==> config.mk <==
export PLATFORM = sky130hd
export DESIGN_NAME = mcu1_core
export DESIGN_NICKNAME = d
export VERILOG_FILES = /design/src/rtl/mcu1_pkg.sv /design/src/rtl/mcu1_alu.sv /design/src/rtl/mcu1_core.sv
export SDC_FILE = /design/constraint.sdc
export NUM_CORES = 1
export LEC_CHECK = 0
export BUFFER_PORTS_ARGS = -buffer_cell sky130_fd_sc_hd__buf_2
export CORE_ASPECT_RATIO = 0.75
export CORE_MARGIN = 5
export CORE_UTILIZATION = 35
export CTS_CLUSTER_DIAMETER = 50
export CTS_CLUSTER_SIZE = 16
export DETAILED_ROUTE_END_ITERATION = 6
export PLACE_DENSITY = 0.61
export SLEW_MARGIN = 15
export SYNTH_ARGS = -nofsm -noshare
export SYNTH_HDL_FRONTEND = slang
export SYNTH_SLANG_ARGS = --single-unit
==> constraint.sdc <==
create_clock -name clock -period 5.3 [get_ports clock]
set_input_delay 1.59 -clock clock [delete_from_list [all_inputs] [get_ports clock]]
set_output_delay 1.59 -clock clock [all_outputs]
set_load 0.05 [all_outputs]
==> src/rtl/mcu1_pkg.sv <==
// Shared definitions for the mcu1 accumulator core: opcodes, FSM states
// and instruction field geometry as a function of the data width.
package mcu1_pkg;

    // Width of the opcode field at the top of every instruction word.
    localparam int unsigned OP_W = 4;

    typedef enum logic [3:0] {
        OP_LD   = 4'h0,
        OP_ADD  = 4'h1,
        OP_JMP  = 4'h2,
        OP_ST   = 4'h3,
        OP_CMP  = 4'h4,
        OP_JEQ  = 4'h5,
        OP_SUB  = 4'h6,
        OP_AND  = 4'h7,
        OP_OR   = 4'h8,
        OP_XOR  = 4'h9,
        OP_JLT  = 4'hA,
        OP_LDI  = 4'hB,
        OP_NOPC = 4'hC,
        OP_NOPD = 4'hD,
        OP_NOPE = 4'hE,
        OP_HALT = 4'hF
    } opcode_t;

    typedef enum logic [1:0] {
        S_FETCH = 2'd0,
        S_EXEC  = 2'd1,
        S_MEM   = 2'd2,
        S_HALT  = 2'd3
    } state_t;

    // Lowest bit index of the opcode field for a w-bit instruction.
    function automatic int unsigned op_lsb(input int unsigned w);
        return w - OP_W;
    endfunction

    // Width of the constant/address field for a w-bit instruction.
    function automatic int unsigned c_width(input int unsigned w);
        return w - OP_W;
    endfunction

endpackage

==> src/rtl/mcu1_alu.sv <==
// Combinational ALU: result and N/Z status for the accumulator operations.
// CMP reports a true signed comparison rather than the sign of a-b, so it
// stays correct when the subtraction would overflow.
module mcu1_alu
    import mcu1_pkg::*;
#(
    parameter int unsigned W = 16
) (
    input  logic [W-1:0] a,
    input  logic [W-1:0] b,
    input  opcode_t      op,
    output logic [W-1:0] y,
    output logic         n,
    output logic         z
);

    // Result selection and flag derivation.
    always_comb begin
        y = a;
        unique case (op)
            OP_ADD:         y = a + b;
            OP_SUB, OP_CMP: y = a - b;
            OP_AND:         y = a & b;
            OP_OR:          y = a | b;
            OP_XOR:         y = a ^ b;
            default:        y = a;
        endcase
        n = y[W-1];
        z = (y == '0);
        if (op == OP_CMP) begin
            n = ($signed(a) < $signed(b));
            z = (a == b);
        end
    end

endmodule

==> src/rtl/mcu1_core.sv <==
// mcu1 multicycle accumulator core: FETCH/EXEC/MEM/HALT state machine with
// a req/ack memory port that tolerates wait states. All memory-port outputs
// are registered; the next transaction is set up at the edge that ends the
// current state so zero-wait memory sees back-to-back requests.
module mcu1_core
    import mcu1_pkg::*;
#(
    parameter  int unsigned W        = 16,
    parameter  int unsigned RESET_PC = 0,
    localparam int unsigned AW       = c_width(W)
) (
    input  logic          clock,
    input  logic          reset,
    output logic          mem_req,
    output logic          mem_we,
    output logic [AW-1:0] mem_addr,
    output logic [W-1:0]  mem_wdata,
    input  logic          mem_ack,
    input  logic [W-1:0]  mem_rdata,
    output logic [AW-1:0] pc,
    output logic [W-1:0]  acc,
    output logic          flag_n,
    output logic          flag_z,
    output logic          halted
);

    localparam int unsigned OP_LSB = op_lsb(W);

    state_t        state_q, state_d;
    logic [AW-1:0] pc_q, pc_d;
    logic [W-1:0]  ir_q, ir_d;
    logic [W-1:0]  acc_q, acc_d;
    logic          n_q, n_d;
    logic          z_q, z_d;
    logic          halted_q, halted_d;
    logic          req_q, req_d;
    logic          we_q, we_d;
    logic [AW-1:0] addr_q, addr_d;
    logic [W-1:0]  wdata_q, wdata_d;

    opcode_t       opc;
    logic [AW-1:0] cfield;
    logic [AW-1:0] jump_pc;
    logic [W-1:0]  alu_y;
    logic          alu_n;
    logic          alu_z;

    assign opc    = opcode_t'(ir_q[OP_LSB +: OP_W]);
    assign cfield = ir_q[AW-1:0];

    mcu1_alu #(
        .W (W)
    ) u_alu (
        .a  (acc_q),
        .b  (mem_rdata),
        .op (opc),
        .y  (alu_y),
        .n  (alu_n),
        .z  (alu_z)
    );

    // Next-state logic for the FSM, architectural state and memory port.
    always_comb begin
        state_d  = state_q;
        pc_d     = pc_q;
        ir_d     = ir_q;
        acc_d    = acc_q;
        n_d      = n_q;
        z_d      = z_q;
        halted_d = halted_q;
        req_d    = req_q;
        we_d     = we_q;
        addr_d   = addr_q;
        wdata_d  = wdata_q;
        jump_pc  = pc_q;

        unique case (state_q)
            S_FETCH: begin
                if (!req_q) begin
                    // Only reached straight out of reset: raise the first fetch.
                    req_d  = 1'b1;
                    we_d   = 1'b0;
                    addr_d = pc_q;
                end else if (mem_ack) begin
                    ir_d    = mem_rdata;
                    pc_d    = pc_q + AW'(1);
                    req_d   = 1'b0;
                    state_d = S_EXEC;
                end
            end

            S_EXEC: begin
                unique case (opc)
                    OP_HALT: begin
                        state_d  = S_HALT;
                        halted_d = 1'b1;
                    end
                    OP_LD, OP_ADD, OP_SUB, OP_AND, OP_OR, OP_XOR, OP_CMP, OP_ST: begin
                        state_d = S_MEM;
                        req_d   = 1'b1;
                        we_d    = (opc == OP_ST);
                        addr_d  = cfield;
                        wdata_d = acc_q;
                    end
                    default: begin
                        // Jumps, LDI and NOPs finish here and launch the next fetch.
                        if (opc == OP_JMP || (opc == OP_JEQ && z_q) || (opc == OP_JLT && n_q)) begin
                            jump_pc = cfield;
                        end
                        if (opc == OP_LDI) begin
                            acc_d = W'(cfield);
                        end
                        pc_d    = jump_pc;
                        state_d = S_FETCH;
                        req_d   = 1'b1;
                        we_d    = 1'b0;
                        addr_d  = jump_pc;
                    end
                endcase
            end

            S_MEM: begin
                if (mem_ack) begin
                    unique case (opc)
                        OP_LD: begin
                            acc_d = mem_rdata;
                        end
                        OP_CMP: begin
                            n_d = alu_n;
                            z_d = alu_z;
                        end
                        OP_ADD, OP_SUB, OP_AND, OP_OR, OP_XOR: begin
                            acc_d = alu_y;
                            n_d   = alu_n;
                            z_d   = alu_z;
                        end
                        default: begin
                            acc_d = acc_q;
                        end
                    endcase
                    state_d = S_FETCH;
                    req_d   = 1'b1;
                    we_d    = 1'b0;
                    addr_d  = pc_q;
                end
            end

            S_HALT: begin
                req_d = 1'b0;
            end
        endcase
    end

    // State register; reset clears the port asynchronously so a store in
    // flight is abandoned before any further edge.
    always_ff @(posedge clock or posedge reset) begin
        if (reset) begin
            state_q  <= S_FETCH;
            pc_q     <= AW'(RESET_PC);
            ir_q     <= '0;
            acc_q    <= '0;
            n_q      <= 1'b0;
            z_q      <= 1'b0;
            halted_q <= 1'b0;
            req_q    <= 1'b0;
            we_q     <= 1'b0;
            addr_q   <= '0;
            wdata_q  <= '0;
        end else begin
            state_q  <= state_d;
            pc_q     <= pc_d;
            ir_q     <= ir_d;
            acc_q    <= acc_d;
            n_q      <= n_d;
            z_q      <= z_d;
            halted_q <= halted_d;
            req_q    <= req_d;
            we_q     <= we_d;
            addr_q   <= addr_d;
            wdata_q  <= wdata_d;
        end
    end

    assign mem_req   = req_q;
    assign mem_we    = we_q;
    assign mem_addr  = addr_q;
    assign mem_wdata = wdata_q;
    assign pc        = pc_q;
    assign acc       = acc_q;
    assign flag_n    = n_q;
    assign flag_z    = z_q;
    assign halted    = halted_q;

endmodule

* Yosys cells after proc, flatten, opt, wreduce, memory -nomap -nowiden
Cells that the tools add are included.
Word-level totals: register bits 79, input bits 19, output and inout port bits 61, logic and storage cells 97
Operators by class: add/subtract/negate cells 3, order comparisons 1, eq/ne operators 24, multiplexer cells 31, bitwise logic cells 3, reduce and logical (&&, ||, !) cells 24
Operators by type and width (count):
- $pmux 16 s5 | 1
- $mux 12 | 6
- $pmux 16 s2 | 2
- $mux 16 | 3
- $pmux 12 s2 | 2
- $pmux 12 s3 | 1
- $eq 4x4->1 const B | 5
- $add 16x16->16 | 1
- $and 16x16->16 | 1
- $eq 16x16->1 | 1
- $eq 4x3->1 const B | 4
- $logic_not 16->1 | 1
- $lt 16x16->1 | 1
- $or 16x16->16 | 1
- $sub 16x16->16 | 1
- $xor 16x16->16 | 1
- $ne 2x2->1 const B | 7
- $add 12x1->12 const B | 1
- $reduce_and 4->1 | 3
- $reduce_or 9->1 | 1
- $eq 4x2->1 const B | 2
- $mux 1 | 8
- $reduce_or 8->1 | 1
- $mux 2 | 3
- 21 further kinds | 28

* Longest topological paths before layout
Gate-level depths: netlist (run 1).
depth in word-level cells 7, depth in mapped cells 13, mapped depth without buffers 13

* Modules after synthesis
From an unflattened synthesis (run 1), not the netlist that was laid out.
Unflattened totals: cell total of the unflattened synthesis 885, area total of the unflattened synthesis 7243.2 µm²
Modules (own cells, without submodules):
- mcu1_core | times used 1, cells an instance 433, area an instance 4286.6 µm², seq. area each 1976.9 µm²
- mcu1_alu | times used 1, cells an instance 452, area an instance 2956.6 µm², seq. area each 0.0 µm²

* Least setup slack after synthesis (run 1)
Ideal clock, no wire load.
kind in2reg, start point in mem_rdata[7], end point reg n_q (netlist: flag_n), setup time 0.121 ns, arrival 3.863 ns, required time 5.179 ns, setup slack 1.316 ns, cell stages on the path 12, path buffers 1, path through inv_1 -> ha_1 -> buf_6 -> or3_4 -> nand2b_4 -> a211o_1 -> a2bb2oi_2 -> a211oi_1 -> a221oi_2 -> o21ai_1 -> a211o_1 -> a22o_2
On the way: cells in the longest elaborated chain, start to end 3, elaborated cells on any way between the ends 5, classes of those cells 2 x add/sub; 1 x order compare; 2 x mux
Ends and longest elaborated chain:
- start: declaration | line mcu1_core.sv:19 | input logic [W-1:0] mem_rdata,
- $sub 16x16->16 or $add 16x16->16 (tied branches) | line mcu1_alu.sv:22, mcu1_alu.sv:21
- $pmux 16 s5 | line mcu1_alu.sv:20 | unique case (op)
- $mux 1 (*) | line mcu1_alu.sv:30 | if (op == OP_CMP) begin
- end signal: assignment | line mcu1_core.sv:174 | n_q <= n_d;
- end: declaration | line mcu1_core.sv:33 | logic n_q, n_d;
Mark *: on every way between the ends. The rest lies on a longest branch, timed or not. A chain may end at the register's enable or synchronous reset.

* Final worst setup path (run 1)
start point in mem_rdata[1], end point reg n_q (netlist: flag_n)
Same word-level chain as after synthesis.

==> impl_metrics.json, run 1 <==
{
  "run_status": "completed",
  "final.period_utilization_pct": 82.5,
  "clock_tree_from_tritoncts": "done",
  "net_sw_share_pct": 24.2,
  "seq_area_frac_synth_pct": 29.4,
  "rsz0062_at_grt": "no",
  "place.detailed.hpwl_um": 18500,
  "numClockSinks": 79,
  "setup_viol": 0,
  "detailroute.wirelength.met3_um": 2510,
  "top_layer": "met4",
  "leakagePower_nw": 3.51,
  "worstHoldPathType": "reg2reg",
  "cts_root_buf": "sky130_fd_sc_hd__clkbuf_16",
  "die_h_um": 130,
  "cellInternalPower_mw": 1.07,
  "endpoint_arrival_time_on_the_critical_path_ns": 4.61,
  "wirelength_um": 24600,
  "post_synth.cell_area_avg_um2": 7.82,
  "cts_resized": 0,
  "synthDominantCellAreaShare_pct": 29.4,
  "synth_area_um2": 6720,
  "cap_viol_max_count": 0,
  "grt_usage_pct": 22.3,
  "final_nets": 989,
  "synthesis.nets": 936,
  "async_set_or_reset_register_ratio_after_synthesis_pct": 100,
  "max_slew.worst_pin.slew_ns": 1.19,
  "first_global_vias": 6527,
  "critical_path.cell_chain": "buf_2 -> inv_1 -> ha_1 -> a21o_1 -> nand4_1 -> a211oi_1 -> o21ai_0 -> o21ai_0 -> o221a_2 -> o21ai_1 -> a211o_1 -> a22o_2",
  "num-fill-cells": 1936,
  "tritoncts.num_buffers": 9,
  "floorplan.die.width_um": 170,
  "critical_path.startpoint_type": "primary input",
  "antenna_found_initial": 0,
  "cp_common_cell": "sky130_fd_sc_hd__o21ai_0",
  "dr_drc_count": 0,
  "netlist_instances": 859,
  "edff_count_synth": 0,
  "synth-main-ff-cell": "sky130_fd_sc_hd__dfrtp_1",
  "cts_max_level": 3,
  "clock-skew-final_ns": 0.00927,
  "worst_setup_path_end_kind": "register",
  "report.final.hold_viol_count": 0,
  "top_level_ports": 80,
  "vias": 6883,
  "timing_max_transition_violations_final": 0,
  "placed_cell_area_um2": 7320,
  "yosysTopAreaCell": "sky130_fd_sc_hd__dfrtp_1",
  "ant_nets": 0,
  "met2_wirelength_um": 9640,
  "drive_gt1_share_pct": 14.5,
  "netlist_top_cells_count": "sky130_fd_sc_hd__nand2_1 (109), sky130_fd_sc_hd__o21ai_0 (97), sky130_fd_sc_hd__dfrtp_1 (79)",
  "initial_core_utilization_pct": 36.0,
  "layout-area-overhead-vs-synth_pct": 13.8,
  "timing.max_slew.rel_slack_pct": 20.2,
  "r2r_start": "ir_q[15]$_DFFE_PP0P_",
  "placement_rows": 43,
  "place_congestion": 1.00,
  "clkTransAtPathRegs_ns": 0.06,
  "synthesis.yosys.warnings": 0,
  "cp_slowest_cell": "sky130_fd_sc_hd__a211oi_1",
  "wl_per_cell_um": 21.2,
  "routed_via_density": 5.91,
  "synth_top_cells_by_area": "sky130_fd_sc_hd__dfrtp_1 (29%), sky130_fd_sc_hd__ha_1 (10%), sky130_fd_sc_hd__o21ai_0 (7.2%), sky130_fd_sc_hd__nand2_1 (6.1%), sky130_fd_sc_hd__a21oi_1 (5.4%)",
  "yosysMostFrequentCell": "sky130_fd_sc_hd__nand2_1",
  "top_fanout_value_on_the_critical_path": 4,
  "first_pass_grt_wire_length_um": 38200,
  "synth.distinct_cells": 73,
  "cts_setup_buffers": 0,
  "layout.area.seq_um2": 1980,
  "pwr-share-clk_pct": 49.0,
  "max_stage_delay_ns": 0.63,
  "dr.pass1.iters": 5,
  "setup_tns_ns": 0,
  "power_density_normalized_to_cell_area_nw_per_um2": 184,
  "worstSetupPathType": "in2reg",
  "final.min_clock_period_ns": 4.37,
  "synth.ff_latch_count": 79,
  "gr-total-overflow": 0,
  "cp_data_required_time_ns": 5.54,
  "port_buffers": 79,
  "power_frac_seq_pct": 42.9,
  "clock_path_buffers": 2,
  "antennaDiodeCount": 0,
  "combinational_fraction_of_design_power_pct": 8.1,
  "timing.critical_path.from": "mem_rdata[1]",
  "p_sw_mw": 0.340,
  "area_occupied_by_multi_input_gates_um2": 4310,
  "totalPowerFinal_mw": 1.41,
  "largest_net_degree_at_the_start_of_global_routing": 56,
  "holdBufCountCts": 0,
  "dr.first_iter.drc_count": 732,
  "worst_skew_pair.late_latency_ns": 0.35,
  "wl_met1_um": 11600,
  "final_design_area_no_fill_um2": 7640,
  "irDropWorstVdd_mv": 0.113,
  "max_freq_ghz": 0.229,
  "die_area_um2": 22100,
  "core_area_um2": 18700,
  "min-delay-start": "mem_addr[6]$_DFFE_PP0P_"
}
==> layer usage <==
layer / up-vias / global-route usage, %
met5: - / 0
met4: 0 / 9.01
met3: 56 / 7.24
met2: 371 / 30.3
met1: 3241 / 32.4
li1: 3215 / -
==> final timing paths <==
path / slack [ns] / end / depth (start not counted)
max: 0.93 / flag_n$_DFFE_PP0P_ / 12
min: 0.47 / mem_addr[6]$_DFFE_PP0P_ / 2
max reg2reg: 1.72 / flag_z$_DFFE_PP0P_ / 10
min reg2reg: 0.47 / mem_addr[6]$_DFFE_PP0P_ / 2
max in group asynchronous: 2.97 / mem_wdata[4]$_DFFE_PP0P_ / 3
min in group asynchronous: 1.43 / mem_addr[6]$_DFFE_PP0P_ / 2
==> cell usage in the layout (no fill, tap or decap), drive strengths merged, types with 4 or more instances in the layout <==
master	instances
a2111oi	4
a211o	5
a211oi	12
a21o	12
a21oi	72
a311oi	4
a31oi	11
a32oi	4
and3	10
buf	94
clkbuf	11
clkinv	4
dfrtp	79
ha	56
inv	55
mux2i	17
nand2	109
nand2b	14
nand3	21
nand4	7
nor2	59
nor2b	16
nor3	9
nor3b	5
nor4	5
o211ai	10
o21a	13
o21ai	100
o221a	4
o221ai	4
o22ai	25
o31ai	5
o32ai	5
xnor2	4
==> state kept, by name, summed over array words and instances (netlist names) <==
register and cells:
halted 1, flag_n 1, mem_wdata 16, pc 12
flag_z 1, state_q 2, mem_we 1, mem_req 1
ir_q 16, mem_addr 12, acc 16
==> through the flow <==
step	hold WS [ns]	cells	utilization [%]	worst slack [ns]
floorplan	0.484	859	-	1.32
global route	0.506	1164	40.9	0.776
detailed placement	0.465	1148	39.2	0.745
CTS	0.479	1164	40.9	1.09
finish	0.470	1164	40.9	0.930
global placement	0.444	1148	39.2	0.808
==> final cells by class <==
cell class                 instances  area share (%)
multi-input combinational        671            56.4
sequential                        79            25.9
timing repair buffer              94            6.64
tap                              247            4.04
clock buffer                      11            3.18
inverter                          57            2.82
clock inverter                     5            1.06
==> power groups by stage <==
| stage | registers [mW] | logic [mW] | clock network, mW |
|---|---|---|---|
| finish | 0.603 | 0.114 | 0.690 |
| global route | 0.603 | 0.126 | 0.729 |
| CTS | 0.603 | 0.112 | 0.704 |
| detailed placement | 0.614 | 0.112 | 0 |
| global placement | 0.614 | 0.112 | 0 |
| floorplan | 0.614 | 0.0749 | 0 |
==> worst max-delay path, delay by kind of cell <==
kind / cells / cell delay (ns)
AND/OR/NAND/NOR: 1 / 0.18
buffers and inverters: 2 / 0.25
AO/OA/AOI/OAI: 8 / 2.23
adder cells (fa/ha/maj): 1 / 0.36
==> cells by family (layout without fill, tap and decap cells) <==
logic type,count (synthesis),in the layout,synth area share (%)
buffers and inverters,109,167,6.48
AOI/OAI and AO/OA,319,319,30.5
adders and majority gates,58,58,11.0
and+or+nand+nor,270,270,19.0
muxes,20,20,3.04
DFF,79,79,29.4
xor gates and xnor gates,4,4,0.522
(Power assumes the default switching activity.)
==> inputs of run 2 (changes only) <==
PLACE_DENSITY = 0.62   (was 0.61)
clock period = 3.8 ns   (was 5.3 ns; I/O delays follow)
==> impl_metrics.json, run 2 (same netlist as run 1, synthesis figures left out) <==
{
  "final_nets": 1067,
  "dr_drc_count": 0,
  "first_global_vias": 6733,
  "worst_setup_path_end_kind": "register",
  "fin_cells": 1242,
  "cap_viol_max_count": 0,
  "numClockSinks": 79,
  "cts_max_level": 3,
  "fin_util_pct": 44.2,
  "ant_nets": 0,
  "tritoncts.num_buffers": 9,
  "dr.first_iter.drc_count": 746,
  "cp_data_required_time_ns": 4.02,
  "antenna_found_initial": 0,
  "clock_tree_from_tritoncts": "done",
  "layout.cells.most_common": "sky130_fd_sc_hd__nand2_1",
  "timing_max_transition_violations_final": 0,
  "max_slew.worst_pin.slew_ns": 0.758,
  "final_cell_mix": "sky130_fd_sc_hd__nand2_1 (109), sky130_fd_sc_hd__o21ai_0 (97), sky130_fd_sc_hd__buf_4 (92)",
  "final_design_area_no_fill_um2": 8240,
  "bufs_and_invs_on_worst_path": 2,
  "first_pass_grt_wire_length_um": 39900,
  "timing.critical_path.from": "mem_rdata[0]",
  "cts_setup_buffers": 0,
  "top_fanout_value_on_the_critical_path": 4,
  "r2r-end": "flag_z$_DFFE_PP0P_",
  "worstHoldPathType": "reg2reg",
  "wirelength_um": 25900,
  "final.min_clock_period_ns": 3.71,
  "run_status": "completed",
  "gr-total-overflow": 0,
  "reg2reg_slack_ns": 0.48,
  "antennaDiodeCount": 0,
  "critical_path.startpoint_type": "primary input",
  "place.detailed.hpwl_um": 19800,
  "vias": 7201,
  "die_area_um2": 22100,
  "endpoint_arrival_time_on_the_critical_path_ns": 3.93,
  "holdBufCountCts": 0,
  "cp_top_family": "compound AO/OA/AOI/OAI gates",
  "floorplan.die.width_um": 170,
  "place_congestion": 1.01,
  "rsz0062_at_grt": "no",
  "layout-area-overhead-vs-synth_pct": 22.8,
  "worstSetupPathType": "in2reg",
  "min_to": "halted$_DFFE_PP0P_",
  "final.period_utilization_pct": 97.6,
  "whs_ns": 0.478,
  "irDropWorstVdd_mv": 0.253,
  "min-delay-start": "halted$_DFFE_PP0P_",
  "initial_core_utilization_pct": 36.0,
  "clock_path_buffers": 2,
  "drive_gt1_share_pct": 21.5,
  "routed_via_density": 5.80,
  "totalPowerFinal_mw": 2.01,
  "port_buffers": 79,
  "timing.max_slew.rel_slack_pct": 49.3,
  "dr.pass1.iters": 6,
  "grt_usage_pct": 23.3,
  "placement_rows": 43,
  "place.detailed.instances": 1226,
  "core_area_um2": 18700,
  "clkTransAtPathRegs_ns": 0.07,
  "leakagePower_nw": 3.89,
  "cp_slowest_cell": "sky130_fd_sc_hd__a222oi_1",
  "min_delay_path_depth": 1,
  "report.final.hold_viol_count": 0,
  "die_h_um": 130,
  "power_density_normalized_to_cell_area_nw_per_um2": 243,
  "worst_skew_pair.late_latency_ns": 0.34,
  "setup_viol": 0,
  "critical_path.cell_chain": "buf_2 -> ha_1 -> inv_1 -> fa_1 -> nor2b_1 -> o21ai_0 -> a211oi_2 -> or3_1 -> a222oi_1 -> and4b_1 -> nand4_1 -> o31ai_2",
  "placed_cell_area_um2": 7910,
  "cts_resized": 0,
  "max_stage_delay_ns": 0.56,
  "max_freq_ghz": 0.269,
  "r2r_start": "acc[0]$_DFFE_PP0P_",
  "clock-skew-final_ns": 0.00822,
  "top_level_ports": 80,
  "wl_per_cell_um": 20.9,
  "largest_net_degree_at_the_start_of_global_routing": 49,
  "cts_root_buf": "sky130_fd_sc_hd__clkbuf_16",
  "ff2ff_path_depth": 12
}
[run 2: cell types whose count changed in the layout (fill, tap and decap cells not counted), sizes merged]
cell,before,now
clkbuf,11,9
clkinvlp,1,0
clkinv,4,6
buf,94,172
inv,55,56
[run 2: metrics by stage]
stage	worst slack (ns)	TNS (ns)
finish	0.0894	0
global route	0.0142	0
CTS	0.180	0
detailed placement	-0.178	-0.487
global placement	-0.254	-0.675
floorplan	0.266	0
[run 2: layout make-up]
type                       instances  area (um^2)
tap                              247          309
multi-input combinational        671         4310
clock inverter                     7         96.3
clock buffer                       9          225
timing repair buffer             172         1110
inverter                          57          215
fill                            1863        10400
sequential                        79         1980
[run 2: how the worst max path moves through the flow]
stage	cells after the start	slack (ns)	endpoint
6_report	12	0.09	flag_z$_DFFE_PP0P_
5_1_grt	11	0.01	acc[13]$_DFFE_PP0P_
4_1_cts	12	0.18	flag_z$_DFFE_PP0P_
3_5_place_dp	12	-0.18	flag_z$_DFFE_PP0P_
3_3_place_gp	12	-0.25	flag_z$_DFFE_PP0P_
2_1_floorplan	12	0.27	flag_n$_DFFE_PP0P_
[run 2: worst reg2reg max path, cell delays in order (launching register included)]
cell and delay [ns]:
sky130_fd_sc_hd__dfrtp_1 0.42, sky130_fd_sc_hd__inv_1 0.11, sky130_fd_sc_hd__ha_1 0.18, sky130_fd_sc_hd__inv_1 0.07, sky130_fd_sc_hd__fa_1 0.37, sky130_fd_sc_hd__nor2b_1 0.14, sky130_fd_sc_hd__o21ai_0 0.28, sky130_fd_sc_hd__a211oi_2 0.19
sky130_fd_sc_hd__or3_1 0.38, sky130_fd_sc_hd__a222oi_1 0.56, sky130_fd_sc_hd__and4b_1 0.33, sky130_fd_sc_hd__nand4_1 0.12, sky130_fd_sc_hd__o31ai_2 0.06
[run 2: per-layer routing]
metal	part of all wire [%]	up-vias	track usage (%)	routed length, um
li1	-	3363	-	-
met1	46	3422	34.5	12000
met2	41	369	33.7	10600
met3	11	47	5.66	2760
met4	2.5	0	6.24	661
met5	0	-	0	0
[run 2: where the power goes]
group          total, mW  internal, mW  leakage (nW)  switching, mW
registers          0.841         0.841          1.05              0
logic              0.203        0.0855          2.68          0.118
clock network      0.962         0.578         0.160          0.384
total               2.01          1.50          3.89          0.502
==> inputs of run 3 (changes only) <==
CELL_PAD_IN_SITES_DETAIL_PLACEMENT = 0   (was not set)
CELL_PAD_IN_SITES_GLOBAL_PLACEMENT = 2   (was not set)
CORE_MARGIN = not set   (was 5)
CORE_UTILIZATION = 32   (was 35)
CTS_CLUSTER_SIZE = not set   (was 16)
PLACE_DENSITY = 0.86   (was 0.62)
==> impl_metrics.json, run 3 (same netlist as run 1, synthesis figures left out) <==
{
  "wirelength_um": 26000,
  "antennaDiodeCount": 0,
  "endpoint_arrival_time_on_the_critical_path_ns": 3.89,
  "whs_ns": 0.467,
  "holdBufCountCts": 0,
  "p_sw_mw": 0.495,
  "max_slew.worst_pin.slew_ns": 0.805,
  "timing.max_slew.rel_slack_pct": 46.1,
  "cp_common_cell": "sky130_fd_sc_hd__o31ai_2",
  "die_h_um": 127,
  "top_fanout_value_on_the_critical_path": 4,
  "fin_cells": 1273,
  "top_level_ports": 80,
  "dr_drc_count": 0,
  "place_congestion": 0.998,
  "pre_cts_slack_ns": -0.124,
  "ant_nets": 0,
  "cp_data_required_time_ns": 4.06,
  "power_density_normalized_to_cell_area_nw_per_um2": 234,
  "cts_root_buf": "sky130_fd_sc_hd__clkbuf_16",
  "layout-area-overhead-vs-synth_pct": 22.7,
  "cp_slowest_cell": "sky130_fd_sc_hd__fa_1",
  "cellInternalPower_mw": 1.43,
  "dr.first_iter.drc_count": 681,
  "worstHoldPathType": "reg2reg",
  "worst_setup_path_end_kind": "register",
  "floorplan.die.width_um": 169,
  "first_global_vias": 6633,
  "grt_busiest_layer": "met1",
  "routed_via_density": 5.58,
  "max_stage_delay_ns": 0.40,
  "report.final.hold_viol_count": 0,
  "globalRouteMet3Util_pct": 4.58,
  "power_frac_seq_pct": 43.6,
  "fin_util_pct": 40.4,
  "clock_tree_from_tritoncts": "done",
  "die_area_um2": 21600,
  "numClockSinks": 79,
  "cp_top_family": "compound AO/OA/AOI/OAI gates",
  "combinational_fraction_of_design_power_pct": 10.5,
  "final_nets": 1063,
  "worst_skew_pair.late_latency_ns": 0.36,
  "wl_per_cell_um": 20.4,
  "grt_usage_pct": 24.6,
  "final.min_clock_period_ns": 3.63,
  "tritoncts.num_buffers": 9,
  "final_cell_mix": "sky130_fd_sc_hd__nand2_1 (109), sky130_fd_sc_hd__o21ai_0 (97), sky130_fd_sc_hd__buf_4 (87)",
  "pwr-share-clk_pct": 45.9,
  "totalPowerFinal_mw": 1.93,
  "final.period_utilization_pct": 95.6,
  "run_status": "completed",
  "met1_usage_pct": 36.2,
  "clock-skew-final_ns": 0.0143,
  "bufs_and_invs_on_worst_path": 1,
  "clkTransAtPathRegs_ns": 0.06,
  "initial_core_utilization_pct": 32.9,
  "net_sw_share_pct": 25.7,
  "setup_viol": 0,
  "leakagePower_nw": 3.86,
  "final_critical_path_setup_slack_ns": 0.167,
  "first_pass_grt_wire_length_um": 40000,
  "dr.pass1.iters": 5,
  "irDropWorstVdd_mv": 0.197,
  "largest_net_degree_at_the_start_of_global_routing": 80,
  "drive_gt1_share_pct": 21.2,
  "met2_usage_pct": 35.6,
  "place.detailed.instances": 1257,
  "timing_max_transition_violations_final": 0,
  "port_buffers": 79,
  "place.detailed.hpwl_um": 19800,
  "core_area_um2": 20400,
  "gr-total-overflow": 0,
  "placement_rows": 45,
  "cap_viol_max_count": 0,
  "max_freq_ghz": 0.275,
  "vias": 7109,
  "layout.cells.most_common": "sky130_fd_sc_hd__nand2_1",
  "cts_max_level": 3,
  "critical_path.cell_chain": "buf_2 -> ha_1 -> fa_1 -> a21oi_1 -> o211ai_1 -> a21oi_2 -> o31ai_2 -> a211oi_1 -> a222oi_1 -> and4b_1 -> nand4_1 -> o31ai_2",
  "clock_path_buffers": 2,
  "antenna_found_initial": 0,
  "critical_path.startpoint_type": "primary input",
  "worstSetupPathType": "in2reg"
}
run 3: power by group through the flow:
stage	combinational [mW]	clock, mW	sequential, mW
2_1_floorplan	0.104	0	0.857
3_3_place_gp	0.200	0	0.857
3_5_place_dp	0.200	0	0.857
4_1_cts	0.200	0.911	0.841
5_1_grt	0.222	0.938	0.840
6_report	0.203	0.884	0.841
run 3: layout make-up:
| cell class | instances | area [um^2] |
|---|---|---|
| tap | 282 | 353 |
| multi-input combinational | 671 | 4320 |
| clock buffer | 10 | 229 |
| timing repair buffer | 168 | 1090 |
| clock inverter | 6 | 61.3 |
| fill | 2145 | 12100 |
| inverter | 57 | 215 |
| sequential | 79 | 1980 |
run 3: repair_timing:
item,4_1_cts,5_1_grt
resized for setup,0,4
setup endpoints to repair,0,5
setup buffers,0,0
run 3: metal layers:
| metal | wire (um) | up-vias |
|---|---|---|
| met1 | 12800 | 3427 |
| met4 | 718 | 0 |
| met3 | 1740 | 45 |
| li1 | - | 3372 |
| met5 | 0 | - |
| met2 | 10800 | 265 |
run 3: per-stage QoR:
| stage | TNS, ns | cell area [um^2] |
|---|---|---|
| floorplan | 0 | 6720 |
| global placement | -0.145 | 7940 |
| detailed placement | -0.465 | 7940 |
| CTS | 0 | 8230 |
| global route | -0.0436 | 8240 |
| finish | 0 | 8240 |
run 3: final timing paths:
path	start	to	slack, ns	depth (start not counted)
worst min register to register	halted$_DFFE_PP0P_	halted$_DFFE_PP0P_	0.47	1
worst max register to register	acc[1]$_DFFE_PP0P_	flag_n$_DFFE_PP0P_	0.51	11
min in group asynchronous	reset	mem_wdata[11]$_DFFE_PP0P_	0.85	3
max in group asynchronous	reset	ir_q[5]$_DFFE_PP0P_	2.55	3
worst max-delay path	mem_rdata[0]	flag_z$_DFFE_PP0P_	0.17	12
worst min-delay path	halted$_DFFE_PP0P_	halted$_DFFE_PP0P_	0.47	1
run 3: worst register-to-register path: cells and delay by family, from the launching register on:
| family | cells | cell delay [ns] |
|---|---|---|
| buffers and inverters | 1 | 0.16 |
| DFF | 1 | 0.55 |
| adders and majority gates | 1 | 0.35 |
| and+or+nand+nor | 1 | 0.08 |
| AOI/OAI and AO/OA | 8 | 2.03 |
